**src/rtl/seg7_card_decoder_if.sv**
```systemverilog
// -----------------------------------------------------------------------------
// seg7_card_decoder_if
// Event output channel of the 7-segment card decoder.
//   out_valid  producer -> consumer  an event is held on the out_* signals
//   out_ready  consumer -> producer  consumer accepts the held event
//   out_idx    producer -> consumer  display number 0..5
//   out_card   producer -> consumer  decoded card code (4'hF on error)
//   out_err    producer -> consumer  pattern was not a legal card glyph
//   out_value  producer -> consumer  baccarat point value (SEG7DEC_VALUE_EN only)
// Modports: master = decoder side, slave = consumer side.
// Optional feature macro: SEG7DEC_VALUE_EN
// -----------------------------------------------------------------------------
interface seg7_card_decoder_if;
  logic       out_valid;
  logic       out_ready;
  logic [2:0] out_idx;
  logic [3:0] out_card;
  logic       out_err;
`ifdef SEG7DEC_VALUE_EN
  logic [3:0] out_value;

  modport master (
    output out_valid, out_idx, out_card, out_err, out_value,
    input  out_ready
  );
  modport slave (
    input  out_valid, out_idx, out_card, out_err, out_value,
    output out_ready
  );
`else
  modport master (
    output out_valid, out_idx, out_card, out_err,
    input  out_ready
  );
  modport slave (
    input  out_valid, out_idx, out_card, out_err,
    output out_ready
  );
`endif
endinterface

```
**src/rtl/seg7_card_decoder.sv**
```systemverilog
// -----------------------------------------------------------------------------
// seg7_card_decoder
// Watches the six active-low 7-segment card displays, debounces each one, and
// reports every display whose settled pattern differs from the last value
// reported for it, as a decoded card code on a valid/ready channel.
//
// Parameters:
//   STABLE_CYCLES  consecutive unchanged cycles before a pattern is settled (1..15)
// Ports:
//   slow_clock     sole clock, rising edge
//   reset          synchronous, active-high
//   HEX0..HEX5     active-low segment patterns, bit 6 = g, bit 0 = a
//   out_if         event channel (master side): valid/ready, idx, card, err
//                  and out_value when SEG7DEC_VALUE_EN is defined
// Optional feature macro: SEG7DEC_VALUE_EN (adds registered out_value)
// -----------------------------------------------------------------------------
module seg7_card_decoder #(
  parameter int unsigned STABLE_CYCLES = 4
) (
  input  logic                       slow_clock,
  input  logic                       reset,
  input  logic [6:0]                 HEX0,
  input  logic [6:0]                 HEX1,
  input  logic [6:0]                 HEX2,
  input  logic [6:0]                 HEX3,
  input  logic [6:0]                 HEX4,
  input  logic [6:0]                 HEX5,
  seg7_card_decoder_if.master        out_if
);

  typedef enum logic {
    ST_SCAN = 1'b0,
    ST_EMIT = 1'b1
  } state_t;

  localparam logic [3:0] LP_STABLE = 4'(STABLE_CYCLES);
  localparam logic [6:0] LP_BLANK  = 7'b1111111;

  // Returns {err, card}; any pattern outside the glyph set decodes to err/4'hF.
  function automatic logic [4:0] f_decode(input logic [6:0] seg);
    logic [4:0] res;
    case (seg)
      7'b1111111: res = {1'b0, 4'd0};
      7'b0001000: res = {1'b0, 4'd1};
      7'b0100100: res = {1'b0, 4'd2};
      7'b0110000: res = {1'b0, 4'd3};
      7'b0011001: res = {1'b0, 4'd4};
      7'b0010010: res = {1'b0, 4'd5};
      7'b0000010: res = {1'b0, 4'd6};
      7'b1111000: res = {1'b0, 4'd7};
      7'b0000000: res = {1'b0, 4'd8};
      7'b0010000: res = {1'b0, 4'd9};
      7'b1000000: res = {1'b0, 4'd10};
      7'b1100001: res = {1'b0, 4'd11};
      7'b0011000: res = {1'b0, 4'd12};
      7'b0001001: res = {1'b0, 4'd13};
      default:    res = {1'b1, 4'hF};
    endcase
    return res;
  endfunction

`ifdef SEG7DEC_VALUE_EN
  // Face cards, tens, blanks and errors are all worth zero points.
  function automatic logic [3:0] f_value(input logic [3:0] card);
    return (card >= 4'd1 && card <= 4'd9) ? card : 4'd0;
  endfunction
`endif

  logic [6:0] w_hex [6];
  assign w_hex[0] = HEX0;
  assign w_hex[1] = HEX1;
  assign w_hex[2] = HEX2;
  assign w_hex[3] = HEX3;
  assign w_hex[4] = HEX4;
  assign w_hex[5] = HEX5;

  // ---------------------------------------------------------------------------
  // Per-display debounce
  // ---------------------------------------------------------------------------
  logic [6:0] r_cand [6];
  logic [3:0] r_cnt  [6];
  logic [5:0] w_stable;

  // NOTE: every element of these small register arrays has a defined reset
  // value; the post-reset "all blank, all settled" state is what keeps blank
  // displays from producing events, so they cannot be left as plain memory.
  always_ff @(posedge slow_clock) begin
    if (reset) begin
      for (int i = 0; i < 6; i++) begin
        r_cand[i] <= LP_BLANK;
        r_cnt[i]  <= LP_STABLE;
      end
    end else begin
      for (int i = 0; i < 6; i++) begin
        if (w_hex[i] != r_cand[i]) begin
          r_cand[i] <= w_hex[i];
          r_cnt[i]  <= '0;
        end else if (r_cnt[i] != LP_STABLE) begin
          r_cnt[i]  <= r_cnt[i] + 4'd1;
        end
      end
    end
  end

  always_comb begin
    for (int i = 0; i < 6; i++) begin
      w_stable[i] = (r_cnt[i] == LP_STABLE);
    end
  end

  // ---------------------------------------------------------------------------
  // Round-robin scanner
  // ---------------------------------------------------------------------------
  state_t     r_state;
  state_t     w_next_state;
  logic [2:0] r_idx;
  logic [2:0] w_idx_next;
  logic       w_hit;
  logic       w_load;
  logic       w_advance;
  logic       w_release;
  logic [4:0] w_dec;
  logic [6:0] r_rep [6];

  logic       r_out_valid;
  logic [2:0] r_out_idx;
  logic [3:0] r_out_card;
  logic       r_out_err;

  assign w_idx_next = (r_idx == 3'd5) ? 3'd0 : r_idx + 3'd1;
  assign w_hit      = w_stable[r_idx] && (r_cand[r_idx] != r_rep[r_idx]);
  assign w_dec      = f_decode(r_cand[r_idx]);

  // NOTE: sequential state is written with non-blocking assignments so every
  // register samples the pre-edge values, independent of statement order.
  always_ff @(posedge slow_clock) begin
    if (reset) r_state <= ST_SCAN;
    else       r_state <= w_next_state;
  end

  // NOTE: every signal driven here gets a default before the case statement,
  // so no path leaves one unassigned and no latch is inferred.
  always_comb begin
    w_next_state = r_state;
    w_load       = 1'b0;
    w_advance    = 1'b0;
    w_release    = 1'b0;
    case (r_state)
      ST_SCAN: begin
        if (w_hit) begin
          w_load       = 1'b1;
          w_next_state = ST_EMIT;
        end else begin
          w_advance    = 1'b1;
        end
      end
      ST_EMIT: begin
        if (out_if.out_ready) begin
          w_release    = 1'b1;
          w_advance    = 1'b1;
          w_next_state = ST_SCAN;
        end
      end
      default: w_next_state = ST_SCAN;
    endcase
  end

  // The event is captured once in SCAN and held untouched through EMIT, so
  // display changes during a stall only affect r_cand, never the outputs.
  always_ff @(posedge slow_clock) begin
    if (reset) begin
      r_idx       <= '0;
      r_out_valid <= 1'b0;
      r_out_idx   <= '0;
      r_out_card  <= '0;
      r_out_err   <= 1'b0;
      for (int i = 0; i < 6; i++) r_rep[i] <= LP_BLANK;
    end else begin
      if (w_load) begin
        r_out_valid  <= 1'b1;
        r_out_idx    <= r_idx;
        r_out_card   <= w_dec[3:0];
        r_out_err    <= w_dec[4];
        r_rep[r_idx] <= r_cand[r_idx];
      end
      if (w_release) r_out_valid <= 1'b0;
      if (w_advance) r_idx       <= w_idx_next;
    end
  end

  assign out_if.out_valid = r_out_valid;
  assign out_if.out_idx   = r_out_idx;
  assign out_if.out_card  = r_out_card;
  assign out_if.out_err   = r_out_err;

`ifdef SEG7DEC_VALUE_EN
  logic [3:0] r_out_value;

  always_ff @(posedge slow_clock) begin
    if (reset)       r_out_value <= '0;
    else if (w_load) r_out_value <= f_value(w_dec[3:0]);
  end

  assign out_if.out_value = r_out_value;
`endif

endmodule

```
**src/flat_wrapper.sv**
```systemverilog
// flat-port wrapper written by rule: the top's interface ports become plain ports
module seg7_card_decoder_flat 
#(
  parameter int unsigned STABLE_CYCLES = 4
)
  (slow_clock, reset, HEX0, HEX1, HEX2, HEX3, HEX4, HEX5, out_if_out_valid, out_if_out_idx, out_if_out_card, out_if_out_err, out_if_out_ready);
  seg7_card_decoder_if out_if_i ();
  input  logic slow_clock;
  input  logic reset;
  input  logic [6:0] HEX0;
  input  logic [6:0] HEX1;
  input  logic [6:0] HEX2;
  input  logic [6:0] HEX3;
  input  logic [6:0] HEX4;
  input  logic [6:0] HEX5;
  output wire logic [$bits(out_if_i.out_valid)-1:0] out_if_out_valid;
  output wire logic [$bits(out_if_i.out_idx)-1:0] out_if_out_idx;
  output wire logic [$bits(out_if_i.out_card)-1:0] out_if_out_card;
  output wire logic [$bits(out_if_i.out_err)-1:0] out_if_out_err;
  input wire logic [$bits(out_if_i.out_ready)-1:0] out_if_out_ready;
  assign out_if_out_valid = out_if_i.out_valid;
  assign out_if_out_idx = out_if_i.out_idx;
  assign out_if_out_card = out_if_i.out_card;
  assign out_if_out_err = out_if_i.out_err;
  assign out_if_i.out_ready = out_if_out_ready;
  seg7_card_decoder #(.STABLE_CYCLES(STABLE_CYCLES)) u_core (.slow_clock(slow_clock), .reset(reset), .HEX0(HEX0), .HEX1(HEX1), .HEX2(HEX2), .HEX3(HEX3), .HEX4(HEX4), .HEX5(HEX5), .out_if(out_if_i));
endmodule
```
**config.mk**
```make
export PLATFORM = sky130hd
export DESIGN_NAME = seg7_card_decoder_flat
export DESIGN_NICKNAME = d
export VERILOG_FILES = /design/src/rtl/seg7_card_decoder_if.sv /design/src/rtl/seg7_card_decoder.sv /design/src/flat_wrapper.sv
export SDC_FILE = /design/constraint.sdc
export NUM_CORES = 1
export LEC_CHECK = 0
export BUFFER_PORTS_ARGS = -buffer_cell sky130_fd_sc_hd__buf_4
export CAP_MARGIN = 5
export CORE_ASPECT_RATIO = 0.7
export CORE_MARGIN = 2
export CORE_UTILIZATION = 45
export DETAILED_ROUTE_END_ITERATION = 12
export GPL_ROUTABILITY_DRIVEN = 0
export GPL_TIMING_DRIVEN = 0
export SLEW_MARGIN = 40
export SYNTH_ARGS = -nofsm -noshare
export SYNTH_HDL_FRONTEND = slang
export SYNTH_SLANG_ARGS = --single-unit
export TNS_END_PERCENT = 5
```
**constraint.sdc**
```tcl
create_clock -name slow_clock -period 3.15 [get_ports slow_clock]
set_input_delay 0 -clock slow_clock [delete_from_list [all_inputs] [get_ports slow_clock]]
set_output_delay 0 -clock slow_clock [all_outputs]
set_load 0.02 [all_outputs]
```
Word level (Yosys, flattened, before mapping)
Memories as Yosys holds them, arrays and structs flattened. A register that Yosys moved wholly into a read port is not among the register bits.
Index checks and enable logic that the tools add are counted.
W data, S select, Z words.
- bits in registers: 13
- latch bits: 0
- RAM bits: 108
- ROM bits: 0
- bits of input ports: 45
- output and inout bits: 9
- word-level logic and storage cells: 157
- memories: 3
- memories (memory ; words ; bits a word ; read ports ; clocked after Yosys merged registers in ; write ports ; RTL line ; text):
    u_core.r_cand ; 6 ; 7 ; 7 ; 1 ; 6 ; seg7_card_decoder.sv:80 ; logic [6:0] r_cand [6];
    u_core.r_rep ; 6 ; 7 ; 1 ; 1 ; 6 ; seg7_card_decoder.sv:123 ; logic [6:0] r_rep [6];
    u_core.r_cnt ; 6 ; 4 ; 6 ; 0 ; 6 ; seg7_card_decoder.sv:81 ; logic [3:0] r_cnt [6];
- add/subtract/negate cells: 7
- $mul: 0
- div/mod/pow operators: 0
- $lt $le $gt $ge: 1
- eq/ne operators: 33
- shift operators: 0
- mux-type cells: 84
- bitwise operators: 19
- reduce and logical (&&, ||, !) cells: 4
- operators by type and width (cell ; count):
    $pmux W5 S14 ; 1
    $mux W1 ; 55
    $mux W7 ; 7
    $ne A7 B7 Y1 ; 7
    $mux W4 ; 12
    $eq A7 B5 Y1 const B ; 4
    $eq A7 B7 Y1 const B ; 4
    $add A4 B1 Y4 const B ; 6
    $eq A4 B3 Y1 const B ; 6
    $ne A4 B3 Y1 const B ; 6
    $mux W3 ; 6
    $or A1 B1 Y1 ; 18
    $eq A7 B4 Y1 const B ; 2
    $eq A7 B6 Y1 const B ; 2
    $eq A7 B2 Y1 const B ; 1
    $logic_not A7 Y1 ; 1
    $reduce_or A7 Y1 ; 1
    $lt A3 B4 Y1 const B ; 1
    $pmux W1 S2 ; 2
    $add A3 B1 Y3 const B ; 1
    $bmux W1 S3 ; 1
    $eq A3 B3 Y1 const B ; 1
    $reduce_or A2 Y1 ; 1
    $logic_and A1 B1 Y1 ; 1
    $not A1 Y1 ; 1

Depth between registers and ports, before layout
- depth after elaboration: 11
- mapped depth: 12
- gate-level depth less buffers: 9

Worst setup path after synthesis
Ideal clock, no wire load.
- path type: reg-to-reg
- start point: register with a tool-made name
- end point: memory u_core.r_rep[2][0] (enable)
- arrival time: 2626 ps
- required time: 2872 ps
- path slack: 246 ps
- cell stages (with the launch flop): 12
- period minus slack after synthesis: 2904 ps
- cell sequence: dfxtp_1 buf_6 buf_12 mux4_1 mux2i_1 xnor2_1 o2111ai_1 o31a_1 buf_2 and4_1 clkbuf_1 or2_1
- RTL lines (item ; RTL line):
    end: declaration ; seg7_card_decoder.sv:123

==> flow_metrics.tcl <==
set metrics [dict create \
    run_status "complete, no violations" \
    core_sq_um 16300 \
    syn_inst 625 \
    crit_chain "mux4_2 > mux2i_4 > xnor2_2 > o2111ai_2 > o31a_1 > buf_4 > and4_4 > or2_4" \
    finalNetCount 811 \
    grtUsageMet2_pct 33.7 \
    ant_nets 0 \
    gr-max-usage-layer "met1" \
    hold_path.class "in -> reg" \
    slew_headroom_pct 46.3 \
    fin_area_sq_um 9330 \
    reg2regPathDepth 8 \
    hold_viol_final 0 \
    path_depth 8 \
    fin_crit_sh_pct 99.8 \
    worst_setup_path_end_kind "flip-flop" \
    cp_slowest_cell "mux4_2" \
    met3_usage_pct 5.25 \
    yosysWarnings 0 \
    die_h_um 112 \
    hold-worst-slack_ps 51.0 \
    whs_path_depth 3 \
    tritoncts "yes" \
    vias_per_cell 5.55 \
    critPathMaxFanout 10 \
    grt.met1_usage_pct 35.3 \
    dr.pass1.iters 5 \
    wl_per_cell_um 19.6 \
    die-area_sq_um 17700 \
    finalSetupTns_ps 0 \
    rows 39 \
    place_area_sq_um 8220 \
    grt_pass1_wl_um 30400 \
    path_delay_family "multiplexers" \
    die_w_um 158 \
    path_buf_inv 1 \
    fin_crit_ps 3140 \
    p_leak_nw 3.16 \
    synth_cell_types 61 \
    maxCapViolCount 0 \
    clock-root-buffer "clkbuf_16" \
    tightest_slew_ps 806 \
    globalRouteOverflowTotal 0 \
    crit_arrival_ps 3310 \
    area.growth.synth_to_final_pct 24.8 \
    setup_violations 0 \
    syn-cell-area_sq_um 7470 \
    fmax_mhz 318 \
    htree_levels 4 \
    start_util_pct 45.9 \
    maxSlewViolCount 0 \
    fin_skew_ps 13.0 \
    wl_um 19500 \
    grt_pass1_vias 5406 \
    ios 54 \
    required_ps 3310 \
    synth-seq-cells 138 \
    seq_area_frac_synth_pct 53.3 \
    synth-async-reset-ratio_pct 0 \
    syn_avg_cell_area_sq_um 12.0 \
    worst-setup-path-type "reg -> reg" \
    synth_edf_count 122 \
    drc 0 \
    clk_latency_ps 420 \
    power_per_cell_area_nw_per_um2 662 \
    dr.first_iter.drc_count 568 \
    p_total_w 0.00617 \
    clk_pin_slew_worst_paths_ps 60 \
    grtUsageTotal_pct 23.3 \
    antenna_found_initial 0 \
    numPortBuffers 53 \
    cts.sinks 138 \
    grt_max_degree 17 \
    vias 5509 \
    rsz0062_at_grt "yes" \
    cts_buffers 17 \
    clockBufferDepth 2 \
    start_kind "flip-flop" \
    synth_top_flop_cell "edfxtp_1" \
    drive_gt1_share_pct 18.3 \
    ir_worst_vdd_uv 357 \
    slowest_delay_ps 560 \
    diodes 0 \
    r2r_slack_ps 6 \
    hpwl_um 14100 \
]
synthesized netlist by cell type (11+ instances only):
cell type	instances	area share, %
mux2i_1	29	3.9
a21oi_1	11	0.74
edfxtp_1	122	49
inv_1	28	1.4
clkbuf_1	18	0.90
ha_1	12	2.0
dfxtp_1	16	4.3
nor2_1	33	1.7
or3_1	26	2.2
xnor2_1	22	2.6
xor2_1	30	3.5
o21ai_0	17	1.1
nand3_1	20	1.3
nand2_1	63	3.2
nand2b_1	29	2.4
nand4_1	22	1.8
where the power goes:
part	total, W	internal (W)	switching (W)
logic	0.00196	0.000788	0.00118
registers	0.00229	0.00217	0.000120
clock network	0.00192	0.00115	0.000768
layout make-up:
type / count / area, sq um
fillers: 1379 / 6970
flip-flops and latches: 138 / 3990
multi-input cells: 443 / 3330
repair buffers: 101 / 866
clock buffers: 21 / 504
well taps: 225 / 282
plain buffers: 25 / 170
inverters: 28 / 105
clock inverters: 11 / 78.8
metal layers:
metal,share of wire [%],vias up
met4,1.3,0
met1,48,2708
met5,0,-
met2,43,207
met3,7.6,21
li1,-,2573
repair_timing:
action	CTS	global route
endpoints found under the setup margin	102	78
resized for setup	15	16
pin swaps	2	3
hold buffers	43	0
endpoints found under the hold margin	43	0
buffers inserted	2	3
placed cells by master (no fill, tap or decap), types with 10 or more instances in the layout:
master         synthesis  final
a21oi_1               11     11
and2_1                10     10
buf_4                  1     63
clkbuf_1              18     12
clkbuf_16              0     20
conb_1                 1     14
dfxtp_1               16     14
dlygate4sd3_1          0     43
edfxtp_1             122    122
ha_1                  12     12
inv_1                 28     28
mux2i_1               29     28
mux4_2                10     12
nand2_1               63     63
nand2b_1              29     29
nand3_1               20     20
nand4_1               22     22
nor2_1                33     32
o21ai_0               17     15
or3_1                 26     26
xnor2_1               22     21
xor2_1                30     30
flip-flops by register name (all words and copies together), names as in the netlist, named ones only:
register / flops
u_core.r_idx: 3
u_core.out_if.out_card: 4
u_core.out_if.out_err: 1
u_core.r_rep: 56
u_core.out_if.out_idx: 3
u_core.out_if.out_valid: 1
u_core.r_cand: 42
u_core.r_state: 1
u_core.r_cnt: 24
metrics by stage:
step	setup WS [ps]	cells	utilization [%]
2_1_floorplan	246	638	-
3_3_place_gp	-652	916	50.3
3_5_place_dp	-730	916	50.4
4_1_cts	7.40	989	56.9
5_1_grt	-81.9	992	57.2
6_report	5.98	992	57.2
tightest hold or removal path, cell delays in order:
cell and delay (ps):
buf_4 110, or3_1 150, nor2_1 50
logic make-up (layout without fill, tap and decap cells):
family | Yosys count | after routing | synth area share [%]
and+or+nand+nor | 245 | 245 | 17.7
muxes | 52 | 52 | 10.8
adders and majority gates | 12 | 12 | 2.01
AOI/OAI and AO/OA | 68 | 68 | 6.29
other | 1 | 14 | 0.0502
xor gates and xnor gates | 52 | 52 | 6.09
DFF | 138 | 138 | 53.3
buffers and inverters | 57 | 186 | 3.70
final timing paths:
kind,from,to
setup / recovery,u_core.r_cand[3][1]$_SDFFCE_PN1P_,u_core.r_rep[0][3]$_SDFFCE_PN1P_
setup reg to reg,u_core.r_cand[3][1]$_SDFFCE_PN1P_,u_core.r_rep[0][3]$_SDFFCE_PN1P_
hold reg to reg,u_core.out_if.out_card[3]$_SDFFE_PP0P_,u_core.out_if.out_card[3]$_SDFFE_PP0P_
hold / removal,reset,u_core.r_cnt[0][17]$_SDFFCE_PN0P_
Note: power is estimated with default switching activity, not from simulation.
